File: config.mk
export PLATFORM = sky130hd
export DESIGN_NAME = timing_engine_seq
export DESIGN_NICKNAME = d
export VERILOG_FILES = /design/src/rtl/timing_engine_seq.sv
export SDC_FILE = /design/constraint.sdc
export NUM_CORES = 1
export LEC_CHECK = 0
export ABC_AREA = 0
export CAP_MARGIN = 30
export CORE_AREA = 2 2 54 94
export CTS_CLUSTER_SIZE = 12
export DETAILED_ROUTE_END_ITERATION = 8
export DIE_AREA = 0 0 56 96
export PLACE_DENSITY = 0.59
export RECOVER_POWER = 100
export SLEW_MARGIN = 30
export SYNTH_ARGS = -nofsm -noshare
export SYNTH_HDL_FRONTEND = slang
export SYNTH_SLANG_ARGS = --single-unit
File: constraint.sdc
create_clock -name clk -period 3.2 [get_ports clk]
set_clock_uncertainty 0.15 [all_clocks]
set_input_delay 0.64 -clock clk [delete_from_list [all_inputs] [get_ports clk]]
set_output_delay 0.64 -clock clk [all_outputs]
set_load 0.02 [all_outputs]
File: src/rtl/timing_engine_seq.sv
// -----------------------------------------------------------------------------
// timing_engine_seq
//
// Radio timing-engine sequencer. Converts the synchronized radio enable and
// RX-enable requests into the timed radio front-end controls: the PLL is
// powered first, lock is awaited with a bounded timeout, and a programmable
// post-lock settle time (tArstFs) elapses before the radio is enabled.
//
// Ports:
//   clk                system clock
//   reset              synchronous, active-high reset
//   radioEnableSynced  radio enable request (level, already synchronized)
//   radioRxEnSynced    mode select latched at session start: 1=RX, 0=TX
//   pllSettled         PLL lock indication (level)
//   tArstFs            post-lock settle time in cycles, sampled on ARST entry
//   pllEnable          PLL power/enable (PLL_WAIT, ARST, ACTIVE)
//   radioEnable        radio enabled (ACTIVE only)
//   radioRxEn          radio in RX mode (ACTIVE and latched RX mode)
//   busy               sequencer is not idle
//   pllTimeoutErr      PLL failed to lock within PLL_TIMEOUT cycles
//
// All outputs are registered. They are decoded from the next state so that
// each output is valid in the same cycle its state becomes the registered
// state.
// -----------------------------------------------------------------------------
module timing_engine_seq #(
   parameter int SIZE_SPISLAVE_T_ARSTFS = 8,
   parameter int SIZE_PLL_TIMEOUT       = 8,
   parameter int PLL_TIMEOUT            = 200
) (
   input  logic                              clk,
   input  logic                              reset,
   input  logic                              radioEnableSynced,
   input  logic                              radioRxEnSynced,
   input  logic                              pllSettled,
   input  logic [SIZE_SPISLAVE_T_ARSTFS-1:0] tArstFs,
   output logic                              pllEnable,
   output logic                              radioEnable,
   output logic                              radioRxEn,
   output logic                              busy,
   output logic                              pllTimeoutErr
);

   typedef enum logic [2:0] {
      ST_IDLE     = 3'd0,
      ST_PLL_WAIT = 3'd1,
      ST_ARST     = 3'd2,
      ST_ACTIVE   = 3'd3,
      ST_ERROR    = 3'd4
   } state_t;

   // Last value of the lock-wait counter before giving up; pllSettled is
   // therefore sampled on exactly PLL_TIMEOUT cycles in PLL_WAIT.
   localparam logic [SIZE_PLL_TIMEOUT-1:0] WAIT_LAST = SIZE_PLL_TIMEOUT'(PLL_TIMEOUT - 1);

   state_t                              state_reg, state_next;
   logic [SIZE_PLL_TIMEOUT-1:0]         wait_cnt_reg, wait_cnt_next;
   logic [SIZE_SPISLAVE_T_ARSTFS-1:0]   arst_cnt_reg, arst_cnt_next;
   logic                                rx_mode_reg, rx_mode_next;

   logic pll_enable_next;
   logic radio_enable_next;
   logic radio_rx_en_next;
   logic busy_next;
   logic pll_timeout_err_next;

   // ---------------------------------------------------------------------
   // Next-state and counter logic. A dropped request returns to IDLE from
   // any active state and takes priority over lock/count events.
   // ---------------------------------------------------------------------
   always_comb begin
      state_next    = state_reg;
      wait_cnt_next = wait_cnt_reg;
      arst_cnt_next = arst_cnt_reg;
      rx_mode_next  = rx_mode_reg;

      case (state_reg)
         ST_IDLE: begin
            if (radioEnableSynced) begin
               state_next    = ST_PLL_WAIT;
               rx_mode_next  = radioRxEnSynced;
               wait_cnt_next = '0;
            end
         end

         ST_PLL_WAIT: begin
            if (!radioEnableSynced) begin
               state_next = ST_IDLE;
            end else if (pllSettled) begin
               state_next    = ST_ARST;
               arst_cnt_next = tArstFs;
            end else if (wait_cnt_reg == WAIT_LAST) begin
               state_next = ST_ERROR;
            end else begin
               wait_cnt_next = wait_cnt_reg + 1'b1;
            end
         end

         ST_ARST: begin
            if (!radioEnableSynced) begin
               state_next = ST_IDLE;
            end else if (!pllSettled) begin
               // Lock lost during settle: start a fresh lock wait.
               state_next    = ST_PLL_WAIT;
               wait_cnt_next = '0;
            end else if (arst_cnt_reg == '0) begin
               state_next = ST_ACTIVE;
            end else begin
               arst_cnt_next = arst_cnt_reg - 1'b1;
            end
         end

         ST_ACTIVE: begin
            if (!radioEnableSynced) begin
               state_next = ST_IDLE;
            end else if (!pllSettled) begin
               state_next    = ST_PLL_WAIT;
               wait_cnt_next = '0;
            end
         end

         ST_ERROR: begin
            // No automatic retry: the requester must drop and re-raise.
            if (!radioEnableSynced) begin
               state_next = ST_IDLE;
            end
         end

         default: begin
            state_next = ST_IDLE;
         end
      endcase
   end

   // ---------------------------------------------------------------------
   // Output decode from the next state, registered below.
   // ---------------------------------------------------------------------
   always_comb begin
      pll_enable_next      = 1'b0;
      radio_enable_next    = 1'b0;
      radio_rx_en_next     = 1'b0;
      busy_next            = 1'b0;
      pll_timeout_err_next = 1'b0;

      case (state_next)
         ST_PLL_WAIT: begin
            pll_enable_next = 1'b1;
            busy_next       = 1'b1;
         end
         ST_ARST: begin
            pll_enable_next = 1'b1;
            busy_next       = 1'b1;
         end
         ST_ACTIVE: begin
            pll_enable_next   = 1'b1;
            radio_enable_next = 1'b1;
            radio_rx_en_next  = rx_mode_next;
            busy_next         = 1'b1;
         end
         ST_ERROR: begin
            busy_next            = 1'b1;
            pll_timeout_err_next = 1'b1;
         end
         default: begin
            busy_next = 1'b0;
         end
      endcase
   end

   // ---------------------------------------------------------------------
   // State, counters and registered outputs.
   // ---------------------------------------------------------------------
   always_ff @(posedge clk) begin
      if (reset) begin
         state_reg     <= ST_IDLE;
         wait_cnt_reg  <= '0;
         arst_cnt_reg  <= '0;
         rx_mode_reg   <= 1'b0;
         pllEnable     <= 1'b0;
         radioEnable   <= 1'b0;
         radioRxEn     <= 1'b0;
         busy          <= 1'b0;
         pllTimeoutErr <= 1'b0;
      end else begin
         state_reg     <= state_next;
         wait_cnt_reg  <= wait_cnt_next;
         arst_cnt_reg  <= arst_cnt_next;
         rx_mode_reg   <= rx_mode_next;
         pllEnable     <= pll_enable_next;
         radioEnable   <= radio_enable_next;
         radioRxEn     <= radio_rx_en_next;
         busy          <= busy_next;
         pllTimeoutErr <= pll_timeout_err_next;
      end
   end

endmodule

### After elaboration in Yosys (flattened, before gate mapping)

Index checks and enable logic that the tools add are counted.

* output and inout bits: 5
* register bits after elaboration: 25
* input bits: 13
* logic and storage cells: 71

* reduce and logical (&&, ||, !) cells: 10
* add/subtract/negate cells: 2
* muxes and demuxes: 30
* equality and inequality tests: 19
* bitwise operators: 1

Operators with widths (count)
* two-way mux 8 bit: 11
* two-way mux 3 bit: 10
* one-hot mux 8 bit (3 select lines): 1
* inequality test 2 bit, second input constant: 9
* one-hot mux 8 bit (2 select lines): 1
* one-hot mux 3 bit (5 select lines): 1
* == test 3 x 2 -> 1 bit, second input constant: 4
* adder 8 x 1 -> 8 bit, second input constant: 1
* == test 8 bit, second input constant: 1
* zero test 8 bit: 1
* subtractor 8 x 1 -> 8 bit, second input constant: 1
* AND reduction 7 bit: 1
* == test 3 x 1 -> 1 bit, second input constant: 2
* == test 3 bit, second input constant: 2
* two-way mux 1 bit: 6
* AND reduction 6 bit: 1
* OR reduction 2 bit: 2
* OR reduction 4 bit: 1
* zero test 3 bit: 1
* nonzero test 3 bit: 1
* OR reduction 3 bit: 1
* inequality test 2 x 1 -> 1 bit, second input constant: 1
* nonzero test 2 bit: 1
* NOT 1 bit: 1

### Logic depth before layout (Yosys ltp)

Gate-level depths: netlist (run 1).

* depth after elaboration: 8
* depth in mapped cells: 7
* gate-level depth less buffers: 6

### Least setup slack after synthesis (run 1)

No wires, ideal clock.

* path type: reg2reg
* from: reg wait_cnt_reg[3]
* to: reg pllTimeoutErr
* setup slack: 1.119 ns
* path buffers: 0
* arrival time: 1.832 ns
* clock period less this slack: 2.081 ns
* cell stages (with the launch flop): 5
* setup time: 0.100 ns
* data required time: 2.950 ns
* cell sequence: dfxtp_1 or3_4 or2_4 or4b_4 a2111oi_4

* longest elaborated chain between the ends: 7

RTL lines
* start: declaration: line 57 `logic [SIZE_PLL_TIMEOUT-1:0] wait_cnt_reg, wait_cnt_next;`
* start signal: assignment: line 186 `wait_cnt_reg <= wait_cnt_next;`
* == test 8 bit: line 92 `end else if (wait_cnt_reg == WAIT_LAST) begin`
* two-way mux 3 bit: line 92
* two-way mux 3 bit: line 89 `end else if (pllSettled) begin`
* two-way mux 3 bit: line 87 `if (!radioEnableSynced) begin`
* one-hot mux 3 bit (5 select lines): line 77 `case (state_reg)`
* == test 3 bit: line 145 `case (state_next)`
* two-way mux 1 bit: line 145
* end signal: assignment: line 193 `pllTimeoutErr <= pll_timeout_err_next;`
* end: declaration: line 41 `output logic pllTimeoutErr`

No other way between the ends.
A chain may end at the register's enable or synchronous reset.

### Worst setup path after layout (run 1)

* from: in pllSettled
* to: reg wait_cnt_reg[3]

* longest elaborated chain between the ends: 2
* elaborated cells on any way between the ends: 3
* classes of those cells: 2 x eq/ne; 1 x reduce/logical

RTL lines
* start: declaration: line 35 `input logic pllSettled,`
* inequality test 2 bit (no source line)
* AND reduction 7 bit (no source line) (*)

Mark *: on every way between the ends. The rest lies on a longest branch, timed or not.

==> results of run 1 <==
-- cells by family after synthesis --
| group | Yosys count | synth area share, % |
|---|---|---|
| compound gates | 42 | 24.5 |
| xor+xnor | 7 | 4.58 |
| fa+ha+maj | 3 | 2.81 |
| buf+inv | 12 | 3.56 |
| flops | 25 | 37.4 |
| mux | 1 | 0.748 |
| simple gates | 61 | 26.4 |
-- how the worst max path moves through the flow --
stage,cells past startpoint,end
after floorplan,4,pllTimeoutErr$_SDFF_PP0_
after global placement,5,wait_cnt_reg[3]$_SDFFE_PP0P_
after detailed placement,5,wait_cnt_reg[3]$_SDFFE_PP0P_
after CTS,5,wait_cnt_reg[3]$_SDFFE_PP0P_
after global routing,5,wait_cnt_reg[3]$_SDFFE_PP0P_
final,5,wait_cnt_reg[3]$_SDFFE_PP0P_
-- per-layer routing --
layer | vias up | wire length [µm] | global-route usage [%]
met5 | - | 0 | 0
met4 | 0 | 63 | 6.75
met3 | 6 | 66 | 1.48
met2 | 11 | 1750 | 24.3
met1 | 560 | 1250 | 12.3
li1 | 590 | - | -
-- worst max-delay path, cell delays in order --
cell           delay, ns
dlygate4sd3_1       0.62
nor3b_1             0.57
o21ai_0             0.36
a2111o_1            0.47
nand2_1             0.06
-- cell usage after synthesis (2+ instances only) --
master     number
nor2_1         13
xnor2_1         3
dfxtp_1        25
nor3b_1         2
nor4b_1         5
nor3_1          4
ha_1            3
xor2_1          4
a2111oi_4       2
a211oi_1        3
nand2_1        10
inv_1           5
o211ai_1        2
nand3_1         6
nor2b_1         3
o2111ai_1       2
o21ai_0         7
a211o_1         2
clkbuf_1        5
a21oi_1        12
nand2b_1        3
buf_2           2
nand4_1         3
nor4_1          2
a21o_1          4
-- power groups by stage --
stage                     clock [mW]  sequential, mW  combinational [mW]
after global placement             0           0.329              0.0673
after floorplan                    0           0.328              0.0371
after CTS                      0.205           0.322              0.0680
after detailed placement           0           0.330              0.0677
after global routing           0.216           0.323              0.0714
final                          0.198           0.322              0.0648
-- placed cells by master, fill, tap and decap left out, types with 5 or more instances in the layout --
master | synthesis | final
o21ai_0 | 7 | 7
nor2_1 | 13 | 13
a21oi_1 | 12 | 12
nand3_1 | 6 | 6
nand2_1 | 10 | 10
dfxtp_1 | 25 | 25
clkdlybuf4s50_1 | 0 | 10
dlygate4sd3_1 | 0 | 7
inv_1 | 5 | 5
nor4b_1 | 5 | 5
-- layout make-up --
class	instances	area (µm²)	share of cell area (%)
clock buffer	3	41.3	2.61
clock inverter	1	7.51	0.475
multi-input combinational	114	764	48.4
tap	52	65.1	4.12
timing repair buffer	19	181	11.5
inverter	5	18.8	1.19
sequential	25	500	31.7
-- through the flow --
stage / worst slack [ns] / power, mW
2_1_floorplan: 1.12 / 0.365
3_3_place_gp: 0.428 / 0.397
3_5_place_dp: 0.337 / 0.397
4_1_cts: 0.640 / 0.596
5_1_grt: 0.434 / 0.611
6_report: 0.561 / 0.585
==> flow_summary_export.csv, run 1 <==
group,metric,value,unit
run_status,status,"finished clean",
critical_path,end_kind,"flop",
critical_path,crit_path_max_fanout,6,
timing,timing.final.crit_share,82.5,%
critical_path,required,3.28,ns
die,core,4620,µm²
critical_path,crit_start,"pllSettled",
clock_tree,clock_sinks,25,
clock_tree,cts_setup_buffers,0,
finish,fin_util,34.1,%
timing,rsz0062_at_grt,"false",
routing,remaining_drc_errors,0,
power,combPwrFrac,11.1,%
clock_tree,cts_resized,0,
synth,syn_area,1340,µm²
routing,antenna_left,0,
flow_run,max_cap_violations,0,
synth,ys_top_cells_by_area,"dfxtp_1 (37%), a21oi_1 (4.5%), a2111oi_4 (4.1%)",
timing,tns,0,ns
global_route,grt_pass1_wl,5.22,mm
synth,synth_edf_count,0,
finish,area_growth,18.1,%
finish,n_fill_cell,495,
critical_path,worstPathArrival,2.72,ns
finish,drive_gt1_share,5.99,%
power,p_per_area,370,nW/µm²
timing,setup_viol,0,
die,ios,18,
synth,async_flop_share,0,%
clock_tree,cts-hold-fix-buffers,0,
power,p_sw,149,µW
clock_tree,cts.root.buffer_cell,"clkbuf_8",
placement,dpl-instance-area,1560,µm²
finish,final_cell_area,1580,µm²
timing,timing.final.max_slew_violations,0,
timing,hold_viol,0,
synth,syn_inst,151,
placement,hpwl,2.34,mm
synth,ys_ff_latch,25,
power,ir_worst_vdd,0.198,mV
routing,vias,1167,
die,start_util,28.9,%
clock_tree,cts_tree,"done",
die,dieArea,5380,µm²
placement,port_buffers,17,
clock_tree,cts_max_level,1,
worst_hold_path,holdCritStartpoint,"arst_cnt_reg[1]$_SDFFE_PP0P_",
routing,wire_per_inst,14.3,µm
global_route,grt_antenna_before_repair,0,
critical_path,r2r_end,"state_reg[2]$_SDFF_PP0_",
die,die_w,56,µm
routing,drtIter0Drc,16,
finish,stdcell_count,219,
routing,detailedRoute.firstPassIterationCount,4,
finish,num-nets-final,184,
critical_path,crit_type,"input pin to flop",
global_route,grt_start_max_net_pins,17,
clock_tree,cts_inserted_buffers,3,
power,switching_share,25.5,%
worst_hold_path,min_to,"arst_cnt_reg[1]$_SDFFE_PP0P_",
timing,tightest_slew,0.886,ns
worst_hold_path,min-delay-path-class,"flop to flop",
global_route,grtUsageTotal,12.4,%
clock_tree,clkSlewWorstSetupHoldPaths,0.09,ns
critical_path,r2r_cells,5,
clock_tree,clkLatencyLatePin,0.28,ns
critical_path,worst_setup_path_start_kind,"input pin",
synth,ys_warn_count,0,
worst_hold_path,hold_path_depth,2,
power,p_int,436,µW
power,leakagePower,0.559,nW
finish,diodes,0,
timing,whs,0.343,ns
placement,dpl.cell_count,215,
placement,gp_congestion,0.887,
synth,synth.distinct_cells,44,
clock_tree,cts_max_path_buffers,2,
power,p_seq_share,55.1,%
global_route,first_global_vias,1189,
synth,ys.flop_type,"dfxtp_1",
die,dieHeight,96,µm
synth,syn_area_per_cell,8.86,µm²
routing,viasPerCell,5.33,
synth,syn-num-nets,167,
die,num_rows,33,
synth,yosys.area.top_type,"dfxtp_1",
power,clkPwrFrac,33.8,%
routing,totalWireLength,3.13,mm
timing,slew_headroom,40.8,%
timing,clock.fmax,0.379,GHz
critical_path,ff2ff_setup_slack,0.73,ns
critical_path,r2r_start,"wait_cnt_reg[0]$_SDFFE_PP0P_",
synth,yosysTopAreaCellShare,37.4,%
synth,synth-seq-area-share,37.4,%
timing,period_minus_slack,2.64,ns
global_route,overflow,0,
Note: power is estimated with default switching activity, not from simulation.
==> inputs of run 2 (changes only) <==
- clock period: 3.2 -> 2.55 ns (I/O delays scaled with it)
==> run 2 against run 1 <==
Cell area increased by 5.2%. First-iteration DRC count increased by 75%. Non-clock buffer count increased by 7. Global-route usage increased by 0.34 points. Die area unchanged. Critical path depth unchanged. Hold slack improved by 0.0073 ns. Flip-flop and latch count unchanged. Sequential power increased by 25%. Highest routed layer unchanged.
==> flow_summary_export.csv, run 2 (synthesis gave the netlist of run 1 again) <==
group,metric,value,unit
global_route,grt_pass1_wl,5.37,mm
power,ir_worst_vdd,0.312,mV
worst_hold_path,min-delay-path-class,"flop to flop",
run_status,status,"finished clean",
finish,area_growth,24.2,%
timing,tns,0,ns
critical_path,r2r_start,"wait_cnt_reg[1]$_SDFFE_PP0P_",
finish,drive_gt1_share,9.20,%
die,start_util,28.9,%
die,dieHeight,96,µm
power,p_sw,179,µW
finish,layout_common_cells,"dfxtp_1 (25), nor2_1 (13), a21oi_1 (12)",
clock_tree,cts_tree,"done",
clock_tree,cts_setup_buffers,0,
clock_tree,cts_inserted_buffers,3,
finish,diodes,0,
routing,remaining_drc_errors,0,
die,ios,18,
routing,totalWireLength,3.22,mm
global_route,grt_antenna_before_repair,0,
timing,tightest_slew,0.503,ns
timing,slew_headroom,66.2,%
critical_path,ff2ff_setup_slack,0.25,ns
critical_path,required,2.58,ns
routing,vias,1190,
routing,detailedRoute.firstPassIterationCount,4,
global_route,grtUsageTotal,12.7,%
clock_tree,cts_max_path_buffers,2,
clock_tree,clock_sinks,25,
power,leakagePower,0.591,nW
critical_path,worstPathArrival,2.33,ns
critical_path,crit_type,"flop to flop",
flow_run,max_cap_violations,0,
placement,gp_congestion,0.904,
die,die_w,56,µm
timing,timing.final.max_slew_violations,0,
finish,stdcell_count,226,
clock_tree,cts_max_level,1,
timing,hold_viol,0,
placement,dpl.cell_count,222,
timing,timing.final.crit_share,90.4,%
finish,final_common_cell,"dfxtp_1",
global_route,overflow,0,
critical_path,end_kind,"flop",
critical_path,r2r_end,"state_reg[2]$_SDFF_PP0_",
worst_hold_path,hold_path_depth,2,
timing,rsz0062_at_grt,"false",
timing,fin_ws,0.246,ns
critical_path,crit_path_max_fanout,4,
global_route,first_global_vias,1183,
die,num_rows,33,
routing,viasPerCell,5.27,
placement,dp_slack,0.219,ns
power,power.total,729,µW
timing,whs,0.350,ns
power,switching_share,24.6,%
power,clkPwrFrac,32.1,%
die,core,4620,µm²
timing,clock.fmax,0.434,GHz
critical_path,crit_path_end,"state_reg[2]$_SDFF_PP0_",
power,p_int,550,µW
power,combPwrFrac,12.9,%
critical_path,worst_setup_path_start_kind,"flop",
timing,period_minus_slack,2.30,ns
power,p_seq_share,55.0,%
clock_tree,clkLatencyLatePin,0.27,ns
routing,drtIter0Drc,28,
routing,antenna_left,0,
critical_path,r2r_cells,5,
clock_tree,cts.root.buffer_cell,"clkbuf_8",
clock_tree,clkSlewWorstSetupHoldPaths,0.09,ns
clock_tree,cts_resized,0,
placement,hpwl,2.49,mm
timing,setup_viol,0,
clock_tree,cts-hold-fix-buffers,0,
routing,wire_per_inst,14.2,µm
die,dieArea,5380,µm²
power,p_per_area,439,nW/µm²
placement,port_buffers,17,
global_route,grt_start_max_net_pins,17,
finish,num-nets-final,191,
critical_path,crit_start,"wait_cnt_reg[1]$_SDFFE_PP0P_",
run 2: cell type report:
class                      instances  area [µm²]
clock inverter                     1        5.00
timing repair buffer              26         235
sequential                        25         500
tap                               52        65.1
fill                             506        2960
inverter                           5        18.8
multi-input combinational        114         796
clock buffer                       3        41.3
run 2: worst min path at each step:
stage | end | slack (ns) | startpoint
final | arst_cnt_reg[5]$_SDFFE_PP0P_ | 0.35 | arst_cnt_reg[5]$_SDFFE_PP0P_
after floorplan | rx_mode_reg$_SDFF_PP0_ | 0.31 | rx_mode_reg$_SDFF_PP0_
after global placement | arst_cnt_reg[5]$_SDFFE_PP0P_ | 0.33 | arst_cnt_reg[5]$_SDFFE_PP0P_
after detailed placement | arst_cnt_reg[5]$_SDFFE_PP0P_ | 0.34 | arst_cnt_reg[5]$_SDFFE_PP0P_
after CTS | arst_cnt_reg[5]$_SDFFE_PP0P_ | 0.36 | arst_cnt_reg[5]$_SDFFE_PP0P_
after global routing | arst_cnt_reg[1]$_SDFFE_PP0P_ | 0.38 | arst_cnt_reg[1]$_SDFFE_PP0P_
run 2: layer usage:
metal	routed length (µm)	global-route usage (%)	vias to the layer above
met5	0	0	-
met4	69	6.55	0
met3	82	1.34	4
met2	1850	25.4	20
met1	1210	12.6	562
li1	-	-	604
run 2: critical path: stages (launching register included):
cell and delay [ns]:
dfxtp_1 0.41, ha_1 0.26, nand4_1 0.20, or2_0 0.31
or4b_4 0.55, a2111oi_4 0.35
run 2: power groups by stage:
stage | Clock (mW) | Sequential [mW] | Combinational [mW]
2_1_floorplan | 0 | 0.412 | 0.0466
3_5_place_dp | 0 | 0.410 | 0.0976
3_3_place_gp | 0 | 0.410 | 0.0974
4_1_cts | 0.244 | 0.401 | 0.0982
5_1_grt | 0.262 | 0.402 | 0.103
6_report | 0.234 | 0.401 | 0.0937
run 2: metrics by stage:
step	util [%]	area [µm²]
2_1_floorplan	-	1340
3_3_place_gp	35.1	1620
3_5_place_dp	35.1	1620
4_1_cts	36.1	1670
5_1_grt	35.9	1660
6_report	35.9	1660
==> inputs of run 3 (changes only) <==
- CAP_MARGIN: 30 -> 40
==> results of run 3 <==
The final DEF is identical to that of run 2; final timing and power are the same.
